## config.mk

```make
export PLATFORM = sky130hd
export DESIGN_NAME = led_sequencer
export DESIGN_NICKNAME = d
export VERILOG_FILES = /design/src/rtl/led_sequencer.sv
export SDC_FILE = /design/constraint.sdc
export NUM_CORES = 1
export LEC_CHECK = 0
export CAP_MARGIN = 15
export CORE_MARGIN = 8
export CORE_UTILIZATION = 61
export CTS_CLUSTER_SIZE = 10
export DETAILED_ROUTE_END_ITERATION = 10
export PLACE_DENSITY = 0.81
export SLEW_MARGIN = 20
export SYNTH_ARGS = -nofsm -noshare
export SYNTH_HDL_FRONTEND = slang
export SYNTH_SLANG_ARGS = --single-unit
```

## constraint.sdc

```tcl
create_clock -name clk -period 3.75 [get_ports clk]
set_input_delay 0.5625 -clock clk [delete_from_list [all_inputs] [get_ports clk]]
set_output_delay 0.5625 -clock clk [all_outputs]
set_load 0.01 [all_outputs]
```

## src/rtl/led_sequencer.sv

```systemverilog
// led_sequencer: Avalon-MM slave stepping a small pattern table onto the LED bank,
// with looping, manual override and a done interrupt. Define LED_SEQ_PWM_EN for PWM dimming.
module led_sequencer #(
    parameter int WIDTH    = 26,
    parameter int DEPTH    = 8,
    parameter int PERIOD_W = 24
) (
    input  logic             clk,
    input  logic             reset_n,
    input  logic [3:0]       address,
    input  logic             chipselect,
    input  logic             write_n,
    input  logic [31:0]      writedata,
    output logic [31:0]      readdata,
    output logic [WIDTH-1:0] out_port,
    output logic             irq
);
    localparam int         IW     = (DEPTH > 1) ? $clog2(DEPTH) : 1;
    localparam logic [3:0] DEPTH4 = 4'(DEPTH);

    typedef struct packed {
        logic irq_en;
        logic manual;
        logic loop;
        logic run;
    } ctrl_t;

    typedef enum logic [1:0] {IDLE, STEP, DONE} state_t;

    state_t                      state;
    ctrl_t                       ctrl;
    logic                        done_flag;
    logic [PERIOD_W-1:0]         period;
    logic [PERIOD_W-1:0]         cnt;
    logic [PERIOD_W-1:0]         eff_period;
    logic [2:0]                  length;
    logic [3:0]                  eff_len;
    logic [3:0]                  last4;
    logic [WIDTH-1:0]            manual_val;
    logic [WIDTH-1:0]            seq_out;
    logic [WIDTH-1:0]            sel_val;
    logic [DEPTH-1:0][WIDTH-1:0] pattern;
    logic [IW-1:0]               idx;
    logic [IW-1:0]               nxt_idx;
    logic [IW-1:0]               last_idx;
    logic [2:0]                  idx3;
    logic                        wr;
    logic                        ctrl_wr;
    logic                        status_wr;
    logic                        pat_sel;
    logic                        start;
    logic                        busy;
    logic                        unused;

    assign wr        = chipselect && !write_n;
    assign ctrl_wr   = wr && (address == 4'd0);
    assign status_wr = wr && (address == 4'd1);
    assign pat_sel   = address[3] && ({1'b0, address[2:0]} < DEPTH4);
    assign start     = ctrl_wr && writedata[0] && !ctrl.run;
    assign busy      = (state == STEP);
    assign irq       = done_flag && ctrl.irq_en;
    assign idx3      = 3'(idx);
    assign nxt_idx   = idx + IW'(1);
    assign unused    = ^writedata;

    assign eff_period = (period == '0) ? PERIOD_W'(1) : period;
    assign eff_len    = ((length == 3'd0) || ({1'b0, length} > DEPTH4)) ? DEPTH4 : {1'b0, length};
    assign last4      = eff_len - 4'd1;
    assign last_idx   = last4[IW-1:0];

    always_ff @(posedge clk or negedge reset_n) begin
        if (!reset_n) begin
            period     <= '0;
            length     <= '0;
            manual_val <= '0;
            pattern    <= '0;
        end else if (wr) begin
            if (address == 4'd2) period     <= writedata[PERIOD_W-1:0];
            if (address == 4'd3) length     <= writedata[2:0];
            if (address == 4'd4) manual_val <= writedata[WIDTH-1:0];
            if (pat_sel)         pattern[address[IW-1:0]] <= writedata[WIDTH-1:0];
        end
    end

    // Later assignments win: hardware DONE set overrides a same-cycle software clear,
    // and RUN auto-clear overrides a same-cycle CTRL write.
    always_ff @(posedge clk or negedge reset_n) begin
        if (!reset_n) begin
            state     <= IDLE;
            ctrl      <= '0;
            done_flag <= 1'b0;
            idx       <= '0;
            cnt       <= '0;
            seq_out   <= '0;
        end else begin
            if (ctrl_wr)                  ctrl      <= ctrl_t'(writedata[3:0]);
            if (status_wr && writedata[1]) done_flag <= 1'b0;
            case (state)
                IDLE, DONE: begin
                    if (start) begin
                        state     <= STEP;
                        idx       <= '0;
                        cnt       <= eff_period;
                        seq_out   <= pattern[0];
                        done_flag <= 1'b0;
                    end
                end
                STEP: begin
                    if (ctrl_wr && !writedata[0]) begin
                        state <= IDLE;
                    end else if (cnt <= PERIOD_W'(1)) begin
                        cnt <= eff_period;
                        if (idx >= last_idx) begin
                            if (ctrl.loop) begin
                                idx     <= '0;
                                seq_out <= pattern[0];
                            end else begin
                                state     <= DONE;
                                done_flag <= 1'b1;
                                ctrl.run  <= 1'b0;
                            end
                        end else begin
                            idx     <= nxt_idx;
                            seq_out <= pattern[nxt_idx];
                        end
                    end else begin
                        cnt <= cnt - PERIOD_W'(1);
                    end
                end
                default: state <= IDLE;
            endcase
        end
    end

    // Both sources are registers, so the override shows one cycle after its write.
    assign sel_val = ctrl.manual ? manual_val : seq_out;

`ifdef LED_SEQ_PWM_EN
    logic [7:0]       duty;
    logic [7:0]       pwm_cnt;
    logic [WIDTH-1:0] pwm_q;
    logic             pwm_on;

    assign pwm_on = (duty == 8'hFF) || (pwm_cnt < duty);

    always_ff @(posedge clk or negedge reset_n) begin
        if (!reset_n) begin
            duty    <= 8'hFF;
            pwm_cnt <= '0;
            pwm_q   <= '0;
        end else begin
            pwm_cnt <= pwm_cnt + 8'd1;
            if (wr && (address == 4'd5)) duty <= writedata[7:0];
            pwm_q <= pwm_on ? sel_val : '0;
        end
    end

    assign out_port = pwm_q;
`else
    assign out_port = sel_val;
`endif

    always_comb begin
        readdata = '0;
        case (address)
            4'd0: readdata = 32'(ctrl);
            4'd1: readdata = {25'd0, idx3, 2'b00, done_flag, busy};
            4'd2: readdata = 32'(period);
            4'd3: readdata = 32'(length);
            4'd4: readdata = 32'(manual_val);
`ifdef LED_SEQ_PWM_EN
            4'd5: readdata = 32'(duty);
`endif
            default: if (pat_sel) readdata = 32'(pattern[address[IW-1:0]]);
        endcase
    end
endmodule

```

# After elaboration in Yosys (flattened, before gate mapping)
# Cells that the tools add are included.
# op_classes
order_cmp,6
addsub,3
n_reduce_logical,26
eq_ne,13
muxes,47
# op_table
op,n
$mux W26,10
$bwmux W208,1
$bmux W26 S3,2
$pmux W26 S5,1
$mux W24,4
$demux W26 S3,1
$pmux W26 S2,1
$pmux W24 S2,1
$le A24 B1 Y1 const B,1
$logic_not A24 Y1,1
$sub A24 B1 Y24 const B,1
$mux W3,6
$mux W1,12
$mux W2,5
$logic_and A1 B1 Y1,9
$eq A4 B2 Y1 const B,2
$lt A3 B4 Y1 const B,2
$reduce_and A2 Y1,4
$ne A3 B1 Y1 const B,2
$pmux W3 S2,1
$reduce_and A5 Y1,1
$eq A4 B1 Y1 const B,1
$eq A4 B3 Y1 const B,1
$gt A3 B4 Y1 const B,1
other kinds (21),24
# totals
wordCells,115
output_inout_bits,59
reg_bits,321
inputBits,40

# Logic depth before layout (Yosys ltp)
# logic_depth
depth_word,10
mapped_depth,10
ltp_nobuf,9

# Worst setup path after synthesis
# OpenSTA, ideal clock, no wires.
# synth_path
path_type,in2out
start,in address[1]
end,out readdata[15]
stages,7
arrival_time_ps,2390
setup_slack_ps,798
required_ps,3188
path_cell_list,buf_2 -> buf_2 -> buf_1 -> buf_1 -> clkbuf_1 -> o21ai_0 -> a31oi_1
# synth_via
elab_chain_cells,4
# synth_lines
item,line,rtl
from (decl),10,"input logic [3:0] address,"
$bmux W26 S3,174,default: if (pat_sel) readdata = 32'(pattern[address[IW-1:0]]);
$mux W26 (implied by the code),174,
$mux W26,174,
$pmux W26 S5 *,165,case (address)
to (decl),14,"output logic [31:0] readdata,"
# Mark *: on every way between the ends. The rest lies on a longest branch, timed or not. The select of a mux whose other input is x is not followed.

# Worst setup path after layout
# layout_path
start,in address[0]
end,out readdata[5]
# The elaborated chain is that of the path after synthesis.

==> qor.csv <==
metric,value,unit
fin_crit_sh,0.9160,
rsz0062_at_grt,false,
drive_gt1_frac,0.3571,
leakage,8.485,nW
rows,61,
finalNetCount,1523,
dp.cells,1814,
power.share.clock,0.256,
gp_congestion,0.9430,
synth-simple-area-share,0.06410,
setup_tns,0,ns
fin_worst_skew,0.01397,ns
ys_seq_elements,321,
grt_pass1_vias,13120,
dieArea,0.03407,mm2
core,0.02786,mm2
die_w,184.6,um
switching_share,0.3276,
slew_headroom,0.2929,
start_kind,input pin,
grt_max_degree,98,
path_class,input pin to output pin,
hp-class,input pin to async pin,
grt.busiest_layer,met2,
final_util,0.7131,
cts-resized-gates,0,
postSynth.asyncResetShare,1.000,
dieHeight,184.6,um
port_buffers,86,
r2r_start,length[0],
tightestPinTransition,1.051,ns
internal_power,8.682,mW
synth_compound_area_frac,0.09571,
dr.pass1.iters,6,
hold_buffers,0,
ys.flop_type,dfrtp_1,
finalWirelength,49300,um
synth_edf_count,0,
clock_path_buffers,3,
route.detailed.drc,0,
vias,12870,
stdcell_count,1863,
syn_to_final_growth,14.61,%
r2r_slack,0.80,ns
dp_hpwl,32230,um
power.density,650.0,mW/mm2
yosysMostFrequentCell,mux2_2,
cts_root_buf,clkbuf_16,
routedWlPerCell,26.46,um
grt_first_pass_wirelength,76780,um
synth_area_leaders,"dfrtp_1 46%, mux2_2 21%, mux4_2 8.3%",
p_total,12.91,mW
synth-xor-area-share,0.001011,
holdWs,0.09933,ns
min_period,3.435,ns
syn_area,0.01733,mm2
netlist_instances,1409,
max-vdd-ir-drop,405.1,uV
antenna_found_initial,0,
cts_tree,built,
synth_warnings,0,
synth_common_cells,"326 x mux2_2, 321 x dfrtp_1, 88 x nand2_1, 74 x clkbuf_1, 70 x o21ai_0",
status,finished clean,
power_frac_comb,0.352,
maxSlewViolCount,0,
insertion_delay,0.52,ns
vias_per_cell,6.909,
net-switching-power,4.231,mW
initial_core_util,0.6222,
cts_buffers,38,
grt_use_total,0.2927,
cts_sinks,321,
yosysSeqAreaShare,0.4634,
overflow,0,
synthAdderAreaFrac,0.005053,
ios,99,
yosysTopAreaCell,dfrtp_1,
cp_max_fo,15,
gr-usage-met2,0.4610,
cap_violations,0,
setup_viol,0,
use_met1,0.3923,
p_seq_frac,0.393,
clk_pin_slew,0.05,ns
synth_top_area_frac,0.4634,
hold_viol_final,0,
drt_iter0_markers,1545,
avgSynthCellArea,12.30,um2
synth_top_family_by_area,multiplexers,
fmax,291.1,MHz
ctsHtreeMaxLevel,2,
arrival,2.87,ns
required,3.19,ns
synthMuxAreaShare,0.3331,
gr-usage-met3,0.05769,
startpoint,address[0],
ant_nets,0,
cp-end-kind,output pin,
post_cts_buffers,0,
netlist-cell-type-count,63,
==> cell type report <==
class | count | area [um2]
inverter | 18 | 67.56
fill | 1847 | 7991
clock buffer | 47 | 1059
sequential | 321 | 8034
multi-input combinational | 937 | 8710
tap | 378 | 473.0
clock inverter | 1 | 5.005
antenna | 1 | 2.502
timing repair buffer | 160 | 1516
==> flip-flops by register name (all words and copies together), names as in the netlist <==
register / count
pattern: 208
manual_val: 26
length: 3
ctrl: 4
seq_out: 26
idx: 3
period: 24
state: 2
done_flag: 1
cnt: 24
==> cell usage in the layout (no fill, tap or decap), types with 8 or more instances in the layout <==
master           instances
a221oi_1                39
nand3_1                 20
o21ai_0                 70
inv_1                   18
clkbuf_16               41
buf_12                   9
dfrtp_1                320
a31oi_1                 11
mux2i_1                 65
and3_1                   9
mux4_2                  64
nor2b_1                  8
buf_4                   66
nor3_1                  16
a21oi_1                 38
and2_1                   9
nor2_1                  35
nor4_1                  14
mux2_2                 326
clkdlybuf4s50_1         81
a22o_1                   9
nand2_1                 88
a22oi_1                 28
==> kinds of logic (layout without fill, tap and decap cells) <==
family | count (synthesis) | count (layout)
AO/OA/AOI/OAI | 241 | 241
XOR/XNOR | 2 | 2
adder cells (fa/ha/maj) | 7 | 7
buffers and inverters | 156 | 226
flip-flops | 321 | 321
multiplexers | 456 | 456
other | 1 | 7
AND/OR/NAND/NOR | 225 | 225
==> stage by stage <==
step / setup WS, ns / area, um2
5_1_grt: 0.2819 / 19860
2_1_floorplan: 0.7977 / 17350
4_1_cts: 0.3828 / 19860
6_report: 0.3149 / 19870
3_3_place_gp: 0.3862 / 18800
3_5_place_dp: 0.3826 / 18800
==> final timing paths <==
check / depth (start not counted) / to
max in group asynchronous: 2 / pattern[14]
worst min-delay path: 1 / seq_out[3]
worst max register to register: 9 / seq_out[14]
worst max-delay path: 6 / readdata[5]
worst min register to register: 1 / cnt[15]
min in group clk: 1 / cnt[15]
==> critical path, stage by stage <==
cell,delay (ns)
buf_2,0.39
inv_1,0.18
nor3_1,0.68
a21oi_1,0.14
o21ai_0,0.31
clkdlybuf4s50_1,0.61
==> layer usage <==
layer	wire [um]	part of all wire
met3	4351	0.088
met5	0	0
met1	20020	0.41
met4	1957	0.040
met2	22960	0.47
==> power by group through the flow <==
stage	logic, mW	clock network, mW	registers, mW
2_1_floorplan	3.33	0	4.78
3_3_place_gp	4.38	0	5.03
3_5_place_dp	4.52	0	5.08
4_1_cts	4.55	3.33	5.04
5_1_grt	4.87	3.47	5.16
6_report	4.54	3.30	5.07
Power figures use the tool's default switching activity.
==> variant, RTL diff (same settings) <==
Put a register stage on the outputs `out_port` and `irq`, cleared by the reset. The values now appear one clock later. The other outputs are not delayed to match.
--- a/src/rtl/led_sequencer.sv
+++ b/src/rtl/led_sequencer.sv
@@ -60,3 +60,11 @@
     assign busy      = (state == STEP);
-    assign irq       = done_flag && ctrl.irq_en;
+    always_ff @(posedge clk or negedge reset_n) begin
+        if (!reset_n) begin
+            out_port <= '0;
+            irq      <= '0;
+        end else begin
+            out_port <= sel_val;
+            irq      <= done_flag && ctrl.irq_en;
+        end
+    end
     assign idx3      = 3'(idx);
@@ -159,3 +167,2 @@
 `else
-    assign out_port = sel_val;
 `endif
Formal check against the unedited RTL: not equivalent (a bounded check fails within 4 cycles, from zero or initial values and one cycle with reset_n low).
==> variant against the unedited design <==
Area after synthesis is 2.8% higher. Sequential power is 9.3% higher. Routed wire length is 2.3% higher. Count of clock-buffer cells in the layout is 3 higher. Combinational power is 31% lower. Final cell count is 3.0% higher. Total power is 4.9% lower. Worst setup slack worse by 0.060 ns. Cell area is 3.1% higher. First-iteration DRC count is 11% higher. Sequential cell count is 27 higher. Sequential share of layout area is 2.1 points higher. Non-clock buffer count is 2 lower. Critical endpoint is now readdata[15].
==> variant: results (changes against the unedited design) <==
outcome: "finished, final reports clean"  # unchanged
synthTopCellsByCount: "348 x dfrtp_1, 310 x mux2_2, 88 x a21oi_1"  # was 326 x mux2_2, 321 x dfrtp_1, 88 x nand2_1
nFlopsAndLatches: 348  # was 321
num-clock-buffers: 50  # was 47
cp.arrival_ns: 2.93  # was 2.87 ns
drtPass1Iterations: 5  # was 6
gp_congestion: 0.8827  # was 0.9430
cts_resized: 0  # unchanged
numCtsBuffers: 41  # was 38
placed_cell_area_um2: 19330  # was 18800 um^2
max_stage_delay_ns: 0.52  # was 0.68 ns
detail_route.vias_per_cell: 6.863  # was 6.909
grt_pass1_wl_um: 79230  # was 76780 um
final_layout_size_suffix_gt1_share_pct: 33.62  # was 35.71%
nets: 1573  # was 1523
nFillCells: 1895  # was 1847
drt_wl_total_um: 50410  # was 49300 um
syn_to_final_growth_pct: 15.04  # was 14.61%
critPathSlowestCell: "clkdlybuf4s50_1"  # was nor3_1
ir_drop_mv: 0.3480  # was 0.4051 mV
place_inst: 1867  # was 1814
clk_pin_slew_ns: 0.05  # about the same
first_global_vias: 13530  # was 13120
nonClkBufAreaFrac_pct: 7.511  # was 7.633%
n_all_inverters: 11  # was 18
routedWlPerCell_um: 26.27  # was 26.46 um
preCtsSetupSlack_ns: 0.3746  # was 0.3826 ns
syn_inst: 1457  # was 1409
synth_area_leaders: "dfrtp_1 49%, mux2_2 20%, mux4_2 8.6%, mux2i_1 3.0%, a21oi_1 2.5%"  # was dfrtp_1 46%, mux2_2 21%, mux4_2 8.3%, mux2i_1 3.8%, o21ai_0 2.0%
multi_input_gates: 966  # was 937
clock-skew-final_ns: 0.01629  # was 0.01397 ns
leakagePower_nw: 8.669  # was 8.485 nW
grt_use_total_pct: 28.64  # was 29.27%
multi_input_area_share_pct: 41.77  # was 43.84%
die_x_um: 186.9  # was 184.6 um
ys_seq_area_share_pct: 48.89  # was 46.34%
relSlewSlack_pct: 43.22  # was 29.29%
regArea_um2: 8710  # was 8034 um^2
diodes: 0  # was 1
drtIter0Drc: 1717  # was 1545
hpwl_um: 32680  # was 32230 um
critPathMaxFanout: 26  # was 15
buffers_excl_clock: 158  # was 160
## variant: changes by cell type in the layout (fill, tap and decap cells not counted), sizes merged, moves of 14 or more
| cell | unedited run | this run |
|---|---|---|
| nor2 | 36 | 76 |
| mux2 | 327 | 310 |
| a21oi | 39 | 88 |
| dfrtp | 321 | 348 |
| nand2 | 88 | 69 |
| a221oi | 39 | 25 |
## variant: cells by family (layout without fill, tap and decap cells)
| kind of cell | count (synthesis) | count (layout) | share of synthesized area, % |
|---|---|---|---|
| mux | 432 | 432 | 31.23 |
| flops | 348 | 348 | 48.89 |
| xor+xnor | 2 | 2 | 0.09836 |
| simple gates | 245 | 245 | 6.392 |
| buf+inv | 148 | 221 | 3.428 |
| other cells | 1 | 6 | 0.02105 |
| fa+ha+maj | 7 | 7 | 0.4917 |
| compound gates | 274 | 274 | 9.448 |
## variant: final timing paths
check                            startpoint           end  slack (ns)  depth (start not counted)
worst max-delay path             address[0]  readdata[15]        0.26                          8
worst min-delay path                reset_n  out_port[17]        0.11                          1
worst max register to register      cnt[12]        idx[0]        0.71                          7
worst min register to register  seq_out[23]   seq_out[23]        0.48                          2
max in group asynchronous           reset_n  pattern[188]        2.74                          2
min in group clk                seq_out[23]   seq_out[23]        0.48                          2
## variant: power by group
group / switching (W) / internal, W / leakage (nW) / total (W)
combinational: 0.00148 / 0.00166 / 3.64 / 0.00314
clock: 0.00146 / 0.00214 / 0.569 / 0.00360
sequential: 0.000803 / 0.00473 / 4.46 / 0.00554
## variant: metal layers
layer	up-vias	part of all wire, %	GRT usage (%)
met2	712	47	45.07
met1	6795	40	38.73
met4	0	4.0	11.61
li1	5515	-	-
met5	-	0	0
met3	149	8.7	5.761
